===== src/rtl/hs32_xmem_pkg.sv =====
// Shared types and constants for the hs32 external memory bus controller.
package hs32_xmem_pkg;

  localparam int unsigned WORD_W   = 32;
  localparam int unsigned HALF_W   = 16;
  localparam int unsigned CNT_W    = 4;
  localparam int unsigned WAIT_MAX = 15;

  typedef enum logic [2:0] {
    ST_IDLE = 3'd0,
    ST_LO   = 3'd1,
    ST_GAP  = 3'd2,
    ST_HI   = 3'd3,
    ST_DONE = 3'd4
  } state_e;

  // Request captured from the arbiter when a transaction is accepted.
  typedef struct packed {
    logic [WORD_W-3:0] word;
    logic              is_wr;
    logic [WORD_W-1:0] wdata;
  } req_t;

endpackage


===== src/rtl/hs32_xmem_wcnt.sv =====
// Loadable 4-bit down-counter that times the strobe length of each half-word phase.
module hs32_xmem_wcnt
  import hs32_xmem_pkg::*;
(
  input  logic             clk,
  input  logic             rstn,
  input  logic             i_load,
  input  logic [CNT_W-1:0] i_load_val,
  output logic [CNT_W-1:0] o_value,
  output logic             o_zero_c
);

  logic [CNT_W-1:0] r_cnt;

  // Reload wins; otherwise count down and park at zero.
  always_ff @(posedge clk or negedge rstn) begin
    if (!rstn) begin
      r_cnt <= '0;
    end else if (i_load) begin
      r_cnt <= i_load_val;
    end else if (r_cnt != '0) begin
      r_cnt <= r_cnt - CNT_W'(1);
    end
  end

  assign o_value  = r_cnt;
  assign o_zero_c = (r_cnt == '0);

endmodule


===== src/rtl/hs32_xmem.sv =====
// Splits each 32-bit arbiter request into low/high half-word accesses on a 16-bit async SRAM bus.
module hs32_xmem
  import hs32_xmem_pkg::*;
#(
  parameter int unsigned WAIT_CYCLES = 1
) (
  input  logic              clk,
  input  logic              rstn,
  input  logic [WORD_W-1:0] addr,
  input  logic              rw,
  input  logic [WORD_W-1:0] dtw,
  input  logic              valid,
  output logic [WORD_W-1:0] dtr,
  output logic              done,
  output logic              busy,
  output logic [WORD_W-1:0] xaddr,
  output logic [HALF_W-1:0] xdout,
  output logic              xdout_en,
  input  logic [HALF_W-1:0] xdin,
  output logic              xcs_n,
  output logic              xoe_n,
  output logic              xwe_n
);

  localparam logic [CNT_W-1:0] WAIT_LD = CNT_W'(WAIT_CYCLES);

  state_e           r_state;
  req_t             r_req;
  logic             w_cnt_load;
  logic             w_cnt_zero;
  logic [CNT_W-1:0] w_cnt_value;

  // Counter reloads on the transitions into LO and HI.
  assign w_cnt_load = ((r_state == ST_IDLE) && valid) || (r_state == ST_GAP);

  hs32_xmem_wcnt u_wcnt (
    .clk        (clk),
    .rstn       (rstn),
    .i_load     (w_cnt_load),
    .i_load_val (WAIT_LD),
    .o_value    (w_cnt_value),
    .o_zero_c   (w_cnt_zero)
  );

  always_ff @(posedge clk or negedge rstn) begin
    if (!rstn) begin
      r_state  <= ST_IDLE;
      r_req    <= '0;
      dtr      <= '0;
      done     <= 1'b0;
      busy     <= 1'b0;
      xaddr    <= '0;
      xdout    <= '0;
      xdout_en <= 1'b0;
      xcs_n    <= 1'b1;
      xoe_n    <= 1'b1;
      xwe_n    <= 1'b1;
    end else begin
      case (r_state)
        ST_IDLE: begin
          if (valid) begin
            r_req    <= '{word: addr[WORD_W-1:2], is_wr: rw, wdata: dtw};
            r_state  <= ST_LO;
            busy     <= 1'b1;
            xaddr    <= {addr[WORD_W-1:2], 2'b00};
            xcs_n    <= 1'b0;
            xoe_n    <= rw;
            xwe_n    <= ~rw;
            xdout_en <= rw;
            if (rw) xdout <= dtw[HALF_W-1:0];
          end
        end
        ST_LO: begin
          if (w_cnt_zero) begin
            if (!r_req.is_wr) dtr[HALF_W-1:0] <= xdin;
            r_state <= ST_GAP;
            xcs_n   <= 1'b1;
            xoe_n   <= 1'b1;
            xwe_n   <= 1'b1;
          end
        end
        ST_GAP: begin
          r_state <= ST_HI;
          xaddr   <= {r_req.word, 2'b10};
          xcs_n   <= 1'b0;
          xoe_n   <= r_req.is_wr;
          xwe_n   <= ~r_req.is_wr;
          if (r_req.is_wr) xdout <= r_req.wdata[WORD_W-1:HALF_W];
        end
        ST_HI: begin
          if (w_cnt_zero) begin
            if (!r_req.is_wr) dtr[WORD_W-1:HALF_W] <= xdin;
            r_state  <= ST_DONE;
            done     <= 1'b1;
            xdout_en <= 1'b0;
            xcs_n    <= 1'b1;
            xoe_n    <= 1'b1;
            xwe_n    <= 1'b1;
          end
        end
        ST_DONE: begin
          r_state <= ST_IDLE;
          done    <= 1'b0;
          busy    <= 1'b0;
        end
        default: begin
          r_state  <= ST_IDLE;
          done     <= 1'b0;
          busy     <= 1'b0;
          xdout_en <= 1'b0;
          xcs_n    <= 1'b1;
          xoe_n    <= 1'b1;
          xwe_n    <= 1'b1;
        end
      endcase
    end
  end

  // Parameter legality, counter bound, and visibility of unaligned byte addresses.
  a_wait_legal: assert property (@(posedge clk) WAIT_CYCLES <= WAIT_MAX);
  a_cnt_range:  assert property (@(posedge clk) disable iff (!rstn) w_cnt_value <= WAIT_LD);
  c_unaligned:  cover property (@(posedge clk) disable iff (!rstn) valid && (addr[1:0] != 2'b00));

endmodule

===== config.mk =====
export PLATFORM = sky130hd
export DESIGN_NAME = hs32_xmem
export DESIGN_NICKNAME = d
export VERILOG_FILES = /design/src/rtl/hs32_xmem_pkg.sv /design/src/rtl/hs32_xmem_wcnt.sv /design/src/rtl/hs32_xmem.sv
export SDC_FILE = /design/constraint.sdc
export NUM_CORES = 1
export LEC_CHECK = 0
export ABC_AREA = 1
export CORE_ASPECT_RATIO = 1.75
export CORE_MARGIN = 2
export CORE_UTILIZATION = 51
export DETAILED_ROUTE_END_ITERATION = 7
export PLACE_DENSITY = 0.88
export SYNTH_ARGS = -nofsm -noshare
export SYNTH_HDL_FRONTEND = slang
export SYNTH_SLANG_ARGS = --single-unit

===== constraint.sdc =====
create_clock -name clk -period 3.9 [get_ports clk]
set_input_delay 0.585 -clock clk [delete_from_list [all_inputs] [get_ports clk]]
set_output_delay 0.585 -clock clk [all_outputs]
set_load 0.01 [all_outputs]

# Yosys cells after proc, flatten, opt, wreduce, memory -nomap -nowiden
# Index checks and enable logic that the tools add are counted.
# Widths: inputs -> output; s select.
[word_totals]
regBits = 156
latchBits = 0
mem_bits_rw = 0
mem_bits_ro = 0
n_memories = 0
[op_classes]
add_sub_neg = 1
multipliers = 0
div = 0
n_lt_le_gt_ge = 0
n_eq_ne = 10
shifts = 0
muxes = 24
bitwise_logic = 6
n_reduce_logical = 21
[ops]
columns = ["operator", "n"]
rows = [
  ["$pmux 32 s2", 1],
  ["$mux 16", 3],
  ["$mux 32", 1],
  ["$pmux 16 s2", 1],
  ["$reduce_and 3->1", 5],
  ["$pmux 1 s4", 3],
  ["$pmux 3 s4", 1],
  ["$mux 3", 3],
  ["$reduce_or 3->1", 3],
  ["$mux 4", 2],
  ["$reduce_and 2->1", 4],
  ["$eq 3x2->1 const B", 2],
  ["$mux 1", 6],
  ["$ne 2x1->1 const B", 3],
  ["$ne 2x2->1 const B", 3],
  ["$not 1->1", 6],
  ["$logic_not 4->1", 1],
  ["$pmux 1 s2", 2],
  ["$reduce_and 4->1", 1],
  ["$reduce_bool 2->1", 2],
  ["$reduce_bool 4->1", 1],
  ["$sub 4x1->4 const B", 1],
  ["$eq 3x1->1 const B", 1],
  ["$eq 3x3->1 const B", 1],
  ["other kinds (5)", 5],
]

# Longest topological paths before layout
# Gate-level depths: netlist of the first run.
[depth]
ltp_word = 4
mapped_depth = 9
mapped_depth_nobuf = 8

# Hierarchy
# A second synthesis of the first run with hierarchy kept.
[hier_totals]
hier_cells = 669
area_unflattened_um2 = 5888.1
[modules_own_cells]
columns = ["module", "n_inst", "cells_each", "area_each_um2", "seq_area_each_um2"]
rows = [
  ["hs32_xmem", 1, 635, 5645.4, 3382.0],
  ["hs32_xmem_wcnt", 1, 34, 242.7, 100.1],
]

# Least setup slack after synthesis of the first run
# OpenSTA, ideal clock, no wires.
[synth_path]
path_kind = "register to register"
start = "register u_wcnt.r_cnt[0] (netlist: u_wcnt.o_value[0])"
end = "register dtr[10]"
setup_time_ps = 123
t_arrival_ps = 1276
slack_ps = 2501
stages_incl_launch_ff = 9
synth_period_minus_slack_ps = 1399
path_cell_list = "dfrtp_1 -> inv_1 -> ha_1 -> nand2_2 -> inv_2 -> nand2_4 -> clkbuf_1 -> o21ai_0 -> nand2_1"
[synth_between]
elab_chain_cells = 2
[synth_rtl]
columns = ["element", "line", "rtl"]
rows = [
  ["start, declared", "hs32_xmem_wcnt.sv:13", "logic [CNT_W-1:0] r_cnt;"],
  ["start signal, assigned", "hs32_xmem_wcnt.sv:20", "r_cnt <= i_load_val;"],
  ["start signal, assigned", "hs32_xmem_wcnt.sv:22", "r_cnt <= r_cnt - CNT_W'(1);"],
  ["$logic_not 4->1", "hs32_xmem_wcnt.sv:27", "assign o_zero_c = (r_cnt == '0);"],
  ["$reduce_and 3->1 (no source line)", "-", ""],
  ["end signal, assigned by index", "hs32_xmem.sv:75", "if (!r_req.is_wr) dtr[HALF_W-1:0] <= xdin;"],
  ["end signal, assigned by index", "hs32_xmem.sv:92", "if (!r_req.is_wr) dtr[WORD_W-1:HALF_W] <= xdin;"],
  ["end, declared", "hs32_xmem.sv:13", "output logic [WORD_W-1:0] dtr,"],
]
# No other way between the ends.
# A chain may end at the register's enable or synchronous reset.

# Worst setup path in the final report of the first run
[layout_path]
start = "input valid"
end = "register r_req[21] in the netlist's numbering"
[layout_between]
elab_chain_cells = 1
[layout_rtl]
columns = ["element", "line", "rtl"]
rows = [
  ["start, declared", "hs32_xmem.sv:12", "input logic valid,"],
  ["$reduce_and 2->1 (no source line)", "-", ""],
  ["end signal, assigned", "hs32_xmem.sv:62", "r_req <= '{word: addr[WORD_W-1:2], is_wr: rw, wdata: dtw};"],
  ["end, declared", "hs32_xmem.sv:28", "req_t r_req;"],
]
# No other way between the ends.

==> results.json, run 1 <==
{
  "core-area_sq_um": 11100,
  "io_pins": 170,
  "rows": 51,
  "grt_usage_pct": 25.81,
  "port-buffer-count": 166,
  "crit_path_end_kind": "flip-flop",
  "synthSimpleGateAreaFrac_pct": 23.89,
  "ir_worst_vdd_mv": 0.5064,
  "clk_pin_slew_ns": 0.06,
  "cts.sinks": 139,
  "first_pass_iters": 7,
  "fin_setup_tns_ns": 0,
  "post-route-period-util_pct": 56.72,
  "worstMarginPinSlew_ns": 0.7791,
  "max_cap_viol_count": 0,
  "gr-usage-met2_pct": 45.28,
  "synth_top_family_by_area": "simple AND/OR/NAND/NOR gates",
  "synth.area.top_cells": "dfrtp_1, nand2_1, o21ai_0",
  "hold_viol": 0,
  "drtAntennaViolNets": 0,
  "seq_area_frac_synth_pct": 60.43,
  "antenna_cells": 0,
  "ys_ff_latch": 139,
  "cts_made_buffers": 17,
  "drt-initial-drc-count": 263,
  "clockBufferDepth": 2,
  "post-route-util_pct": 71.87,
  "fmax_mhz": 452.0,
  "yosysTopAreaCell": "dfrtp_1",
  "fin_nets": 885,
  "synth_adder_area_share_pct": 0.2172,
  "grt_use_met1_pct": 28.19,
  "synth_area_sq_um": 5762,
  "fill_cells": 772,
  "cts-root-buf": "clkbuf_16",
  "routedWlPerCell_microns": 16.02,
  "area.growth.synth_to_final_pct": 38.50,
  "yosys-mux-area-fraction_pct": 0,
  "ys_async_sr_fraction_pct": 100.0,
  "synth_compound_area_share_pct": 9.055,
  "crit_type": "in -> reg",
  "arrival_ns": 2.50,
  "insertion_delay_ns": 0.41,
  "layout_min_cycle_time_ns": 2.212,
  "synth_flop_cell": "dfrtp_1",
  "fp.dieH_microns": 144.6,
  "synth_edf_count": 0,
  "slew_violations": 0,
  "status": "finished clean",
  "htreeDepth": 4,
  "crit_fanout": 33,
  "postCtsSetupRepairBufs": 0,
  "yosysTopAreaCellShare_pct": 59.07,
  "rsz0062_at_grt": "no",
  "place_area_sq_um": 7442,
  "overflow": 0,
  "avgSynthCellArea_sq_um": 9.003,
  "ys_warn_count": 0,
  "syn-instance-count": 640,
  "grt_use_met3_pct": 7.192,
  "grt_max_degree": 76,
  "via_per_inst": 5.211,
  "die_w_microns": 84.35,
  "timing.slew.headroom_pct": 47.93,
  "gp_congestion": 0.8465,
  "fp.dieArea_sq_um": 12200,
  "synth_fp_nets": 725,
  "hpwl_mm": 10.27,
  "p_leak_nw": 3.821,
  "min_path_type": "in -> async",
  "skew_ns": 0.01004,
  "start_util_pct": 51.89,
  "synth_xor_area_share_pct": 0.3040,
  "crit_required_ns": 4.19,
  "remaining_drc_errors": 0,
  "crit_path_start_kind": "input pin",
  "cts_hold_buf": 0,
  "finalInstanceArea_sq_um": 7980,
  "synthDistinctLibCells": 30,
  "grt_pass1_vias": 5190,
  "ctsResizeCount": 0,
  "cts_tree": "yes",
  "grt_antenna_before_repair": 0,
  "grt_pass1_wl_mm": 24.54,
  "num_vias": 4924,
  "grt_busiest_layer": "met2",
  "drive_gt1_share_pct": 7.134,
  "wirelength_mm": 15.14,
  "finalSetupViolCount": 0,
  "p_per_area_nw_per_um2": 851.7
}
==> kinds of logic (layout without fill, tap and decap cells) <==
| logic type | after synthesis | in the layout |
|---|---|---|
| and+or+nand+nor | 338 | 338 |
| DFF | 139 | 139 |
| AOI/OAI and AO/OA | 91 | 91 |
| buffers and inverters | 68 | 241 |
| xor gates and xnor gates | 2 | 2 |
| adders and majority gates | 1 | 1 |
| other | 1 | 1 |
==> Yosys cell counts, types with 2 or more instances <==
| cell | number |
|---|---|
| dfrtp_1 | 136 |
| inv_1 | 34 |
| clkbuf_1 | 3 |
| buf_4 | 9 |
| inv_2 | 4 |
| buf_2 | 11 |
| nand2_1 | 304 |
| o21ai_1 | 11 |
| nand3_1 | 10 |
| a21oi_1 | 2 |
| dfstp_2 | 3 |
| nand2_2 | 3 |
| nand2_4 | 3 |
| buf_6 | 6 |
| o21ai_0 | 52 |
| o211ai_1 | 23 |
| nor2_4 | 5 |
| nor2_1 | 9 |
==> worst max-delay path, cell delays in order <==
cell and delay, ns:
clkdlybuf4s50_1 0.55, inv_1 0.10, nor2_4 0.63, inv_2 0.40, nand2_1 0.16, nand2_1 0.06
==> metal layers <==
metal | wire length [microns] | share of wire [%]
met1 | 5600 | 37
met2 | 7993 | 53
met3 | 931 | 6.1
met4 | 616 | 4.1
met5 | 0 | 0
==> through the flow <==
step	instances	power (W)	setup slack [ns]	hold slack, ns
after floorplan	640	0.004006	2.501	0.2894
after global placement	913	0.005171	1.297	0.4548
after detailed placement	913	0.005338	1.293	0.4594
after CTS	945	0.006838	1.712	0.1965
after global routing	945	0.007250	1.431	0.2131
final	945	0.006797	1.688	0.1710
==> sequential cells by signal, summed over array words and instances (netlist names) <==
register        cells
xwe_n               1
u_wcnt.o_value      4
busy                1
xdout              16
done                1
xoe_n               1
xdout_en            1
dtr                32
r_state             3
xaddr              31
xcs_n               1
r_req              47
==> layout make-up <==
cell class / instances / area (sq um) / share of cell area [%]
clock buffers: 19 / 442.9 / 5.550
clock inverters: 13 / 95.09 / 1.192
inverters: 38 / 142.6 / 1.787
multi-input cells: 433 / 1939 / 24.30
flip-flops and latches: 139 / 3482 / 43.63
well taps: 132 / 165.2 / 2.070
repair buffers: 171 / 1713 / 21.46
==> cells in the final DEF (no fill, tap or decap), types with 2 or more instances in the layout <==
cell type        synthesis  final
nand2_1                304    304
clkdlybuf4s50_1          0    165
dfrtp_1                136    136
o21ai_0                 52     52
inv_1                   34     34
o211ai_1                23     23
clkbuf_16                0     17
o21ai_1                 11     11
nand3_1                 10     10
nor2_1                   9      9
nor2_4                   5      5
inv_2                    4      4
clkinv_2                 0      4
clkinv_4                 0      4
buf_4                    9      4
nand2_2                  3      3
nand2_4                  3      3
clkinvlp_4               0      3
dfstp_2                  3      3
a21oi_1                  2      2
inv_6                    0      2
==> where the power goes <==
| part | switching (W) | internal (W) |
|---|---|---|
| clock | 0.000615 | 0.000831 |
| sequential | 0.000375 | 0.00216 |
| combinational | 0.00154 | 0.00128 |
| total | 0.00253 | 0.00427 |
==> path summary, 6_finish.rpt <==
path | start | to | slack [ns] | cells after the start
max | valid | r_req[21] | 1.69 | 6
min | rstn | dtr[6] | 0.17 | 1
max reg2reg | r_state[1] | r_req[21] | 1.70 | 6
min reg2reg | r_req[19] | r_req[19] | 0.47 | 2
max in group asynchronous | rstn | xwe_n | 2.73 | 2
min in group clk | r_req[19] | r_req[19] | 0.47 | 2
Power figures use the tool's default switching activity.
==> run 2: changes to the inputs <==
--- a/config.mk
+++ b/config.mk
@@ -8,9 +8,9 @@
 export ABC_AREA = 1
 export CORE_ASPECT_RATIO = 1.75
 export CORE_MARGIN = 2
-export CORE_UTILIZATION = 51
+export CORE_UTILIZATION = 47
 export DETAILED_ROUTE_END_ITERATION = 7
-export PLACE_DENSITY = 0.88
+export PLACE_DENSITY = 0.83
 export SYNTH_ARGS = -nofsm -noshare
 export SYNTH_HDL_FRONTEND = slang
 export SYNTH_SLANG_ARGS = --single-unit
==> constraint.sdc (replaced) <==
create_clock -name clk -period 2.2 [get_ports clk]
set_input_delay 0.33 -clock clk [delete_from_list [all_inputs] [get_ports clk]]
set_output_delay 0.33 -clock clk [all_outputs]
set_load 0.01 [all_outputs]
==> run 2 against run 1 <==
  * Routed wire length shrank 3.9%
  * Die area grew 8.2%
  * Sequential share of layout area shrank 0.92 points
  * Largest cell class unchanged
==> results.json, run 2 (same netlist as run 1, synthesis figures left out) <==
{
  "r2r-start": "u_wcnt.o_value[0]",
  "drt-initial-drc-count": 297,
  "gp_congestion": 0.7840,
  "largest_register_ff_count": 47,
  "core-area_sq_um": 12000,
  "status": "finished clean",
  "grt_pass1_wl_mm": 23.90,
  "r2r_cells": 8,
  "clk_pin_slew_ns": 0.06,
  "regMostFlops": "r_req",
  "post-route-period-util_pct": 83.28,
  "first_pass_iters": 5,
  "layout_min_cycle_time_ns": 1.832,
  "p_sw_share_pct": 36.11,
  "fp.dieH_microns": 150.5,
  "crit_type": "reg -> out",
  "worstMarginPinSlew_ns": 0.5780,
  "cts.sinks": 139,
  "final_common_cell": "nand2_1",
  "p_leak_nw": 3.879,
  "p_per_area_nw_per_um2": 1511,
  "routedWlPerCell_microns": 14.78,
  "drtAntennaViolNets": 0,
  "start_util_pct": 48.00,
  "crit_path_end_kind": "primary output",
  "area.growth.synth_to_final_pct": 41.48,
  "clockBufferDepth": 2,
  "p_clk_share_pct": 23.0,
  "wirelength_mm": 14.55,
  "p_switching_w": 0.004447,
  "timing.slew.headroom_pct": 61.47,
  "drive_gt1_share_pct": 7.814,
  "grt_usage_pct": 23.44,
  "arrival_ns": 1.50,
  "rrSetupSlack_ns": 0.37,
  "ctsResizeCount": 0,
  "min_path_type": "in -> async",
  "r2r-end": "dtr[14]",
  "hold_viol": 0,
  "cts-root-buf": "clkbuf_16",
  "max_cap_viol_count": 0,
  "fill_cells": 910,
  "place_area_sq_um": 7546,
  "grt_antenna_before_repair": 0,
  "cts_tree": "yes",
  "fmax_mhz": 545.8,
  "die_w_microns": 87.70,
  "slew_violations": 0,
  "hpwl_mm": 10.22,
  "port-buffer-count": 166,
  "p_int_w": 0.007867,
  "path_buf_inv": 1,
  "combPwrFrac_pct": 40.7,
  "place_ws_ns": 0.3827,
  "pwr-share-seq_pct": 36.3,
  "fin_nets": 891,
  "crit_path_start_kind": "flip-flop",
  "via_per_inst": 4.979,
  "setup_slack_ns": 0.3677,
  "cp_cell_sequence": "clkdlybuf4s50_1",
  "ir_worst_vdd_mv": 0.7846,
  "holdWs_ns": 0.4635,
  "fp.dieArea_sq_um": 13200,
  "num_vias": 4899,
  "critical-path-top-delay-family": "buffers and inverters",
  "crit_cells": 1,
  "max_stage_delay_ns": 0.56,
  "skew_ns": 0.01234,
  "final_cell_mix": "nand2_1, clkdlybuf4s50_1, dfrtp_1, o21ai_0, inv_1",
  "rsz0062_at_grt": "no",
  "io_pins": 170,
  "rows": 53,
  "post-route-util_pct": 67.91,
  "insertion_delay_ns": 0.42,
  "crit_required_ns": 1.87,
  "fin_setup_tns_ns": 0,
  "overflow": 0,
  "antenna_cells": 0,
  "finalInstanceArea_sq_um": 8152,
  "crit_fanout": 2,
  "grt_pass1_vias": 5055,
  "finalSetupViolCount": 0,
  "cts_made_buffers": 17,
  "grt_max_degree": 64,
  "remaining_drc_errors": 0,
  "reg.largest.list": "r_req: 47 flops, dtr: 32 flops, xaddr: 31 flops",
  "slowest_stage": "clkdlybuf4s50_1",
  "htreeDepth": 4
}
==> run 2: changes by cell type in the layout (fill, tap and decap cells not counted) <==
cell / previous run / this run
buf_4: 4 / 7
buf_12: 1 / 3
bufinv_16: 0 / 2
clkinv_2: 4 / 2
clkinv_4: 4 / 2
clkinvlp_4: 3 / 5
clkbuf_1: 1 / 0
clkbuf_8: 1 / 2
dlygate4sd3_1: 0 / 1
==> run 2: area by class of cell <==
class,instances,area (sq um),share of cell area [%]
Clock inverter,13,142.6,1.750
Sequential cell,139,3482,42.72
Tap cell,165,206.4,2.533
Timing Repair Buffer,177,1785,21.90
Clock buffer,19,452.9,5.556
Multi-Input combinational cell,433,1939,23.79
Inverter,38,142.6,1.750
==> run 2: worst max path at each step <==
stage	endpoint	start	slack (ns)
global placement	xdout[4]	valid	0.48
floorplan	dtr[10]	u_wcnt.o_value[0]	0.80
finish	xcs_n	xcs_n	0.37
detailed placement	xdout[11]	valid	0.38
global route	dtr[11]	u_wcnt.o_value[0]	0.19
CTS	xcs_n	xcs_n	0.35
==> run 2: power groups by stage <==
stage / Combinational, W / Clock, W / Sequential (W)
after floorplan: 0.00237 / 0 / 0.00473
after detailed placement: 0.00504 / 0 / 0.00449
final: 0.00501 / 0.00284 / 0.00447
after global routing: 0.00556 / 0.00301 / 0.00460
after CTS: 0.00508 / 0.00288 / 0.00447
after global placement: 0.00482 / 0 / 0.00443
==> run 2: per-stage QoR <==
stage	std cells	total power [W]
3_5_place_dp	951	0.009522
5_1_grt	984	0.01317
4_1_cts	984	0.01242
3_3_place_gp	951	0.009257
6_report	984	0.01231
2_1_floorplan	640	0.007101
==> run 2: what timing repair did <==
action,CTS,global route
buffers inserted,0,0
endpoints found under the hold margin,57,0
hold buffers,1,0
==> run 2: routing by layer <==
layer  GRT usage [%]  vias up  wire length (microns)
met3           5.811       29                    910
met4           10.77        0                    443
met1           27.59     2358                   5528
met5               0        -                      0
met2           39.73      170                   7663
li1                -     2342                      -
